## src/rtl/pc_gen.sv

```systemverilog
// pc_gen: IF-stage fetch address generator with stall, branch/flush redirect and one pending redirect.
module pc_gen #(
  parameter int                ADDR_W     = 32,
  parameter logic [ADDR_W-1:0] RESET_VEC  = '0,
  parameter int                STEP       = 4,
  parameter int                ALIGN_BITS = 2
) (
  input  logic              clk,
  input  logic              rst,
  input  logic              stall,
  input  logic              branch_flag,
  input  logic [ADDR_W-1:0] branch_target,
  input  logic              flush,
  input  logic [ADDR_W-1:0] flush_pc,
  output logic [ADDR_W-1:0] pc,
  output logic              ce,
  output logic              pend_valid,
  output logic              misalign
);
  localparam logic [ADDR_W-1:0] STEP_W = ADDR_W'(STEP);
  logic [ADDR_W-1:0] pc_q, pc_d, pend_target_q, pend_target_d;
  logic ce_q, ce_d, pend_valid_q, pend_valid_d;
  always_comb begin
    ce_d = 1'b1;
    pc_d = pc_q;
    pend_valid_d = pend_valid_q;
    pend_target_d = pend_target_q;
    if (rst) begin
      ce_d = 1'b0;
      pc_d = RESET_VEC;
      pend_valid_d = 1'b0;
      pend_target_d = '0;
    end else if (!ce_q) begin
      pc_d = pc_q;
    end else if (flush) begin
      pc_d = flush_pc;
      pend_valid_d = 1'b0;
    end else if (stall) begin
      // a newer branch under stall replaces any older pending one
      pend_valid_d = branch_flag | pend_valid_q;
      pend_target_d = branch_flag ? branch_target : pend_target_q;
    end else if (branch_flag) begin
      pc_d = branch_target;
      pend_valid_d = 1'b0;
    end else if (pend_valid_q) begin
      pc_d = pend_target_q;
      pend_valid_d = 1'b0;
    end else begin
      pc_d = pc_q + STEP_W;
    end
  end
  always_ff @(posedge clk) begin
    ce_q <= ce_d;
    pc_q <= pc_d;
    pend_valid_q <= pend_valid_d;
    pend_target_q <= pend_target_d;
  end
  assign pc = pc_q;
  assign ce = ce_q;
  assign pend_valid = pend_valid_q;
  generate
    if (ALIGN_BITS == 0) begin : g_noalign
      assign misalign = 1'b0;
    end else begin : g_align
      assign misalign = |pc_q[ALIGN_BITS-1:0];
    end
  endgenerate
endmodule

```

## config.mk

```make
export PLATFORM = sky130hd
export DESIGN_NAME = pc_gen
export DESIGN_NICKNAME = d
export VERILOG_FILES = /design/src/rtl/pc_gen.sv
export SDC_FILE = /design/constraint.sdc
export NUM_CORES = 1
export LEC_CHECK = 0
export ABC_CLOCK_PERIOD_IN_PS = 2800
export CAP_MARGIN = 20
export CELL_PAD_IN_SITES_DETAIL_PLACEMENT = 1
export CELL_PAD_IN_SITES_GLOBAL_PLACEMENT = 1
export CORE_UTILIZATION = 38
export DETAILED_ROUTE_END_ITERATION = 7
export PLACE_DENSITY_LB_ADDON = 0.1
export SLEW_MARGIN = 15
export SYNTH_ARGS = -nofsm -noshare
export SYNTH_HDL_FRONTEND = slang
export SYNTH_SLANG_ARGS = --single-unit
```

## constraint.sdc

```tcl
create_clock -name clk -period 2.8 [get_ports clk]
set_input_delay 0.56 -clock clk [delete_from_list [all_inputs] [get_ports clk]]
set_output_delay 0.56 -clock clk [all_outputs]
set_load 0.02 [all_outputs]
```

# Yosys cells after proc, flatten, opt, wreduce, memory -nomap -nowiden
# Cells that the tools add are included.
# totals
reg_bits	66
inputBits	69
output_inout_bits	35
wordCells	18
# op_classes
add_sub_neg	1
eq_ne	1
n_mux	7
n_bitwise	2
n_reduce_logical	3
# ops
op	count
$mux 32	4
$add 32x3->32 const B	1
$reduce_and 4->1	1
$mux 1	3
$ne 2x1->1 const B	1
$reduce_and 2->1	1
$reduce_or 2->1	1
$not 1->1	1
$or 1x1->1	1

# Depth between registers and ports, before layout
# depth
depth_word	5
depth_mapped	8
mapped_depth_nobuf	6

# Worst setup path before layout
# OpenSTA, ideal clock, no wires.
# synth_timing
path_type	register to register
startpoint	register pc_q[2], in the netlist pc[2]
endpoint	register pc_q[22], in the netlist pc[22]
setup_ns	0.130
arrival_time_ns	1.703
t_required_ns	2.670
path_slack_ns	0.967
path_stages_with_launch	8
n_path_buf	1
synth_period_minus_slack_ns	1.833
cell_sequence	dfxtp_1 -> ha_1 -> and3_4 -> nand2_1 -> buf_6 -> o31a_2 -> nor3_1 -> o22ai_1
# synth_between
elab_chain_len	5
# synth_rtl
item	line	rtl
start: declaration	21	logic [ADDR_W-1:0] pc_q, pc_d, pend_target_q, pend_target_d;
start signal: assignment	54	pc_q <= pc_d;
$add 32x3->32	49	pc_d = pc_q + STEP_W;
$mux 32	45	end else if (pend_valid_q) begin
$mux 32	42	end else if (branch_flag) begin
$mux 32	38	end else if (stall) begin
$mux 32	35	end else if (flush) begin
# Every way passes these cells. The select of a mux whose other input is x is not followed.
# A chain may end at the register's enable or synchronous reset.

# Worst setup path in the final report
# layout_timing
startpoint	register pc_q[2], in the netlist pc[2]
endpoint	register pc_q[28], in the netlist pc[28]
# The elaborated chain is that of the path after synthesis.

==> flow_results.xml <==
<?xml version="1.0" encoding="UTF-8"?>
<metrics>
  <group name="detailed_routing">
    <metric name="routedWlPerCell" unit="um">20.9</metric>
    <metric name="drc" unit="">0</metric>
    <metric name="drt_wl_total" unit="mm">16.1</metric>
    <metric name="postRouteAntennaNets" unit="">0</metric>
    <metric name="number_of_search_and_repair_iterations_in_the_first_detailed_routing_pass" unit="">5</metric>
    <metric name="vias" unit="">4683</metric>
    <metric name="route.detailed.vias_per_inst" unit="">6.08</metric>
    <metric name="detail_route.iter0.violations" unit="">342</metric>
  </group>
  <group name="yosys">
    <metric name="synth_warnings" unit="">0</metric>
    <metric name="synth_top_area_cell" unit="">sky130_fd_sc_hd__dfxtp_1</metric>
    <metric name="mappedNetlistArea" unit="um2">3990</metric>
    <metric name="synth.top_cell.area_share" unit="">0.331</metric>
    <metric name="synth_enable_flop_cells" unit="">0</metric>
    <metric name="flip_flop_and_latch_count_after_synthesis" unit="">66</metric>
    <metric name="syn-mean-instance-area" unit="um2">7.41</metric>
    <metric name="synthFlopType" unit="">sky130_fd_sc_hd__dfxtp_1</metric>
    <metric name="synthCells" unit="">539</metric>
    <metric name="ys_seq_area_frac" unit="">0.331</metric>
    <metric name="yosys.cell_types.count" unit="">66</metric>
    <metric name="ys_top_cells_by_area" unit="">sky130_fd_sc_hd__dfxtp_1, sky130_fd_sc_hd__nand2_1, sky130_fd_sc_hd__a21oi_1, sky130_fd_sc_hd__o21ai_0, sky130_fd_sc_hd__clkbuf_1</metric>
    <metric name="syn_nets" unit="">609</metric>
    <metric name="asyncSetResetFlopFracSynth" unit="">0</metric>
  </group>
  <group name="min_path">
    <metric name="worst_hold_start" unit="">pend_target_q[23]</metric>
    <metric name="hold_path.class" unit="">reg2reg</metric>
    <metric name="hold-path-endpoint" unit="">pend_target_q[23]</metric>
    <metric name="timing.hold.worst_path_depth" unit="">2</metric>
  </group>
  <group name="global_routing">
    <metric name="met3_usage" unit="">0.0351</metric>
    <metric name="grt_start_max_net_pins" unit="">47</metric>
    <metric name="grt_pass1_vias" unit="">4885</metric>
    <metric name="global_route.peak_usage_layer" unit="">met2</metric>
    <metric name="first_pass_grt_wire_length" unit="mm">25.8</metric>
    <metric name="grt.met2_usage" unit="">0.504</metric>
    <metric name="grt_util_met1" unit="">0.398</metric>
    <metric name="antenna_found_initial" unit="">0</metric>
    <metric name="grt_use_total" unit="">0.298</metric>
    <metric name="grt_overflow_total" unit="">0</metric>
  </group>
  <group name="place">
    <metric name="dpl_worst_slack" unit="ps">271</metric>
    <metric name="place_hpwl" unit="mm">11.2</metric>
    <metric name="port-buffer-count" unit="">103</metric>
    <metric name="gp_routability_congestion" unit="">0.862</metric>
    <metric name="dp_cells" unit="">756</metric>
  </group>
  <group name="sta">
    <metric name="setup-tns-final" unit="ps">0</metric>
    <metric name="slew_headroom" unit="">0.483</metric>
    <metric name="worst_hold_slack" unit="ps">461</metric>
    <metric name="fmax" unit="MHz">426</metric>
    <metric name="hold_viol_final" unit="">0</metric>
    <metric name="finalWorstPathRequiredPeriod" unit="ps">2350</metric>
    <metric name="period_share" unit="">0.839</metric>
    <metric name="setup_slack" unit="ps">452</metric>
    <metric name="tightestPinTransition" unit="ps">775</metric>
    <metric name="grt_setup_unrepaired" unit="">false</metric>
    <metric name="report.final.setup_viol" unit="">0</metric>
    <metric name="timing.final.max_slew_violations" unit="">0</metric>
    <metric name="fin_skew" unit="ps">10.6</metric>
  </group>
  <group name="cells_and_area">
    <metric name="n_antenna_cell" unit="">0</metric>
    <metric name="final_cell_count_no_fill" unit="">770</metric>
    <metric name="nets" unit="">701</metric>
    <metric name="mostFrequentLayoutCells" unit="">sky130_fd_sc_hd__nand2_1, sky130_fd_sc_hd__clkdlybuf4s50_1, sky130_fd_sc_hd__dfxtp_1</metric>
    <metric name="layout-area-overhead-vs-synth" unit="%">33.8</metric>
    <metric name="commonest_non_fill_non_tap_cell_in_the_layout" unit="">sky130_fd_sc_hd__nand2_1</metric>
    <metric name="drive_above_1_share" unit="">0.0852</metric>
  </group>
  <group name="pwr">
    <metric name="clock_network_fraction_of_design_power" unit="">0.343</metric>
    <metric name="total_leakage_power" unit="nW">1.85</metric>
    <metric name="pwr-share-seq" unit="">0.433</metric>
    <metric name="total_power" unit="mW">2.41</metric>
    <metric name="intPower" unit="mW">1.68</metric>
    <metric name="pwr_density_cell" unit="nW/um2">451</metric>
    <metric name="power.ir.vdd_worst" unit="mV">0.236</metric>
    <metric name="power.share.switching" unit="">0.301</metric>
    <metric name="netSwitchingPower" unit="mW">0.726</metric>
    <metric name="combPwrFrac" unit="">0.223</metric>
  </group>
  <group name="critical_path">
    <metric name="reg2reg_setup_slack" unit="ps">450</metric>
    <metric name="worst-endpoint-required" unit="ps">3030</metric>
    <metric name="critical_path.top_delay_family" unit="">simple AND/OR/NAND/NOR gates</metric>
    <metric name="rr_endpoint" unit="">pc[28]</metric>
    <metric name="library_cell_contributing_the_largest_single_delay_on_the_critical_path" unit="">sky130_fd_sc_hd__nor4_1</metric>
    <metric name="path_max_fanout" unit="">11</metric>
    <metric name="timing.critical_path.from_type" unit="">flop</metric>
    <metric name="worst-r2r-cell-count" unit="">6</metric>
    <metric name="crit_chain" unit="">ha_1 -&gt; and3_4 -&gt; nand2_1 -&gt; nor4_1 -&gt; mux2i_1 -&gt; nand2_1</metric>
    <metric name="critical_path.endpoint_type" unit="">flop</metric>
    <metric name="timing.critical_path.slowest_cell_delay" unit="ps">560</metric>
    <metric name="arrival" unit="ps">2580</metric>
    <metric name="criticalPathCategory" unit="">reg2reg</metric>
    <metric name="worstReg2RegStart" unit="">pc[2]</metric>
    <metric name="critPathMostFrequentCell" unit="">sky130_fd_sc_hd__nand2_1</metric>
    <metric name="critical_path_buf_inv_count" unit="">0</metric>
  </group>
  <group name="clocking">
    <metric name="cts_resized" unit="">0</metric>
    <metric name="clk_pin_slew" unit="ps">80</metric>
    <metric name="cts.root.buffer_cell" unit="">sky130_fd_sc_hd__clkbuf_8</metric>
    <metric name="cts-buffers-inserted" unit="">9</metric>
    <metric name="cts.path.max_buffers" unit="">2</metric>
    <metric name="clock_tree.htree_level_count" unit="">3</metric>
    <metric name="post_cts_buffers" unit="">0</metric>
    <metric name="cts_tree" unit="">yes</metric>
    <metric name="post_cts_hold_buffers" unit="">0</metric>
    <metric name="cts_num_sinks" unit="">66</metric>
    <metric name="clkLatencyLatePin" unit="ps">350</metric>
  </group>
  <group name="floorplan">
    <metric name="floorplan.rows" unit="">37</metric>
    <metric name="core-area" unit="um2">10300</metric>
    <metric name="die_w" unit="um">105</metric>
    <metric name="floorplan.die.height" unit="um">105</metric>
    <metric name="die_footprint" unit="um2">10900</metric>
    <metric name="floorplan.initialDensity" unit="">0.389</metric>
    <metric name="floorplan.io_pins" unit="">104</metric>
  </group>
  <group name="status">
    <metric name="run_status" unit="">finished clean</metric>
  </group>
  <group name="flow_run">
    <metric name="max-cap-violations" unit="">0</metric>
  </group>
</metrics>
==> cell type report <==
type / instances / area, um2
repair buffers: 123 / 1170
well taps: 136 / 170
clock inverters: 3 / 40.0
inverters: 11 / 41.3
clock buffers: 11 / 151
flip-flops and latches: 66 / 1320
multi-input cells: 420 / 2450
fillers: 1302 / 4930
==> sequential cells by signal, indices dropped and copies added (netlist names) <==
signal and cells:
pend_target_q 32, ce 1, pend_valid 1, pc 32
==> worst min-delay path, cell delays in order (launching register included) <==
cell and delay (ps):
sky130_fd_sc_hd__dfxtp_1 310, sky130_fd_sc_hd__nand2_1 50, sky130_fd_sc_hd__a21oi_1 50
==> cell families (layout without fill, tap and decap cells) <==
kind of cell,count (synthesis),count (layout),share of synthesized area
xor+xnor,10,10,0.0219
fa+ha+maj,1,1,0.00313
simple gates,233,233,0.286
flops,66,66,0.331
buf+inv,53,148,0.0570
compound gates,168,168,0.281
mux,8,8,0.0201
==> routing by layer <==
metal	up-vias	wire, um
met2	181	7680
li1	2169	-
met5	-	0
met4	0	228
met3	19	1010
met1	2314	7140
==> power groups by stage <==
| stage | sequential, mW | combinational, mW | clock [mW] |
|---|---|---|---|
| floorplan | 1.09 | 0.217 | 0 |
| global placement | 1.06 | 0.521 | 0 |
| detailed placement | 1.06 | 0.534 | 0 |
| CTS | 1.04 | 0.536 | 0.836 |
| global route | 1.05 | 0.577 | 0.873 |
| finish | 1.04 | 0.539 | 0.828 |
==> stage by stage <==
stage                     cell area [um2]  utilization
final                                5340        0.520
after global routing                 5340        0.520
after CTS                            5340        0.520
after detailed placement             5150        0.501
after global placement               5150        0.501
after floorplan                      3990            -
==> cell usage after synthesis (6+ instances only) <==
library cell,instances
sky130_fd_sc_hd__a211oi_1,10
sky130_fd_sc_hd__a21oi_1,48
sky130_fd_sc_hd__and3_1,12
sky130_fd_sc_hd__buf_2,11
sky130_fd_sc_hd__clkbuf_1,25
sky130_fd_sc_hd__dfxtp_1,66
sky130_fd_sc_hd__inv_1,10
sky130_fd_sc_hd__mux2i_1,8
sky130_fd_sc_hd__nand2_1,113
sky130_fd_sc_hd__nand3_1,14
sky130_fd_sc_hd__nand4_1,7
sky130_fd_sc_hd__nor2_1,25
sky130_fd_sc_hd__nor3_1,15
sky130_fd_sc_hd__nor4_1,9
sky130_fd_sc_hd__o211ai_1,10
sky130_fd_sc_hd__o21ai_0,31
sky130_fd_sc_hd__o221ai_1,6
sky130_fd_sc_hd__o31ai_1,7
sky130_fd_sc_hd__xnor2_1,6
==> worst max path at each step <==
| stage | start | end | depth (start not counted) |
|---|---|---|---|
| after floorplan | pc[2] | pc[22] | 7 |
| after global placement | branch_flag | pc[19] | 6 |
| after detailed placement | rst | pc[17] | 6 |
| after CTS | pc[2] | pc[28] | 6 |
| after global routing | pc[2] | pc[28] | 6 |
| final | pc[2] | pc[28] | 6 |
Power figures use the tool's default switching activity.
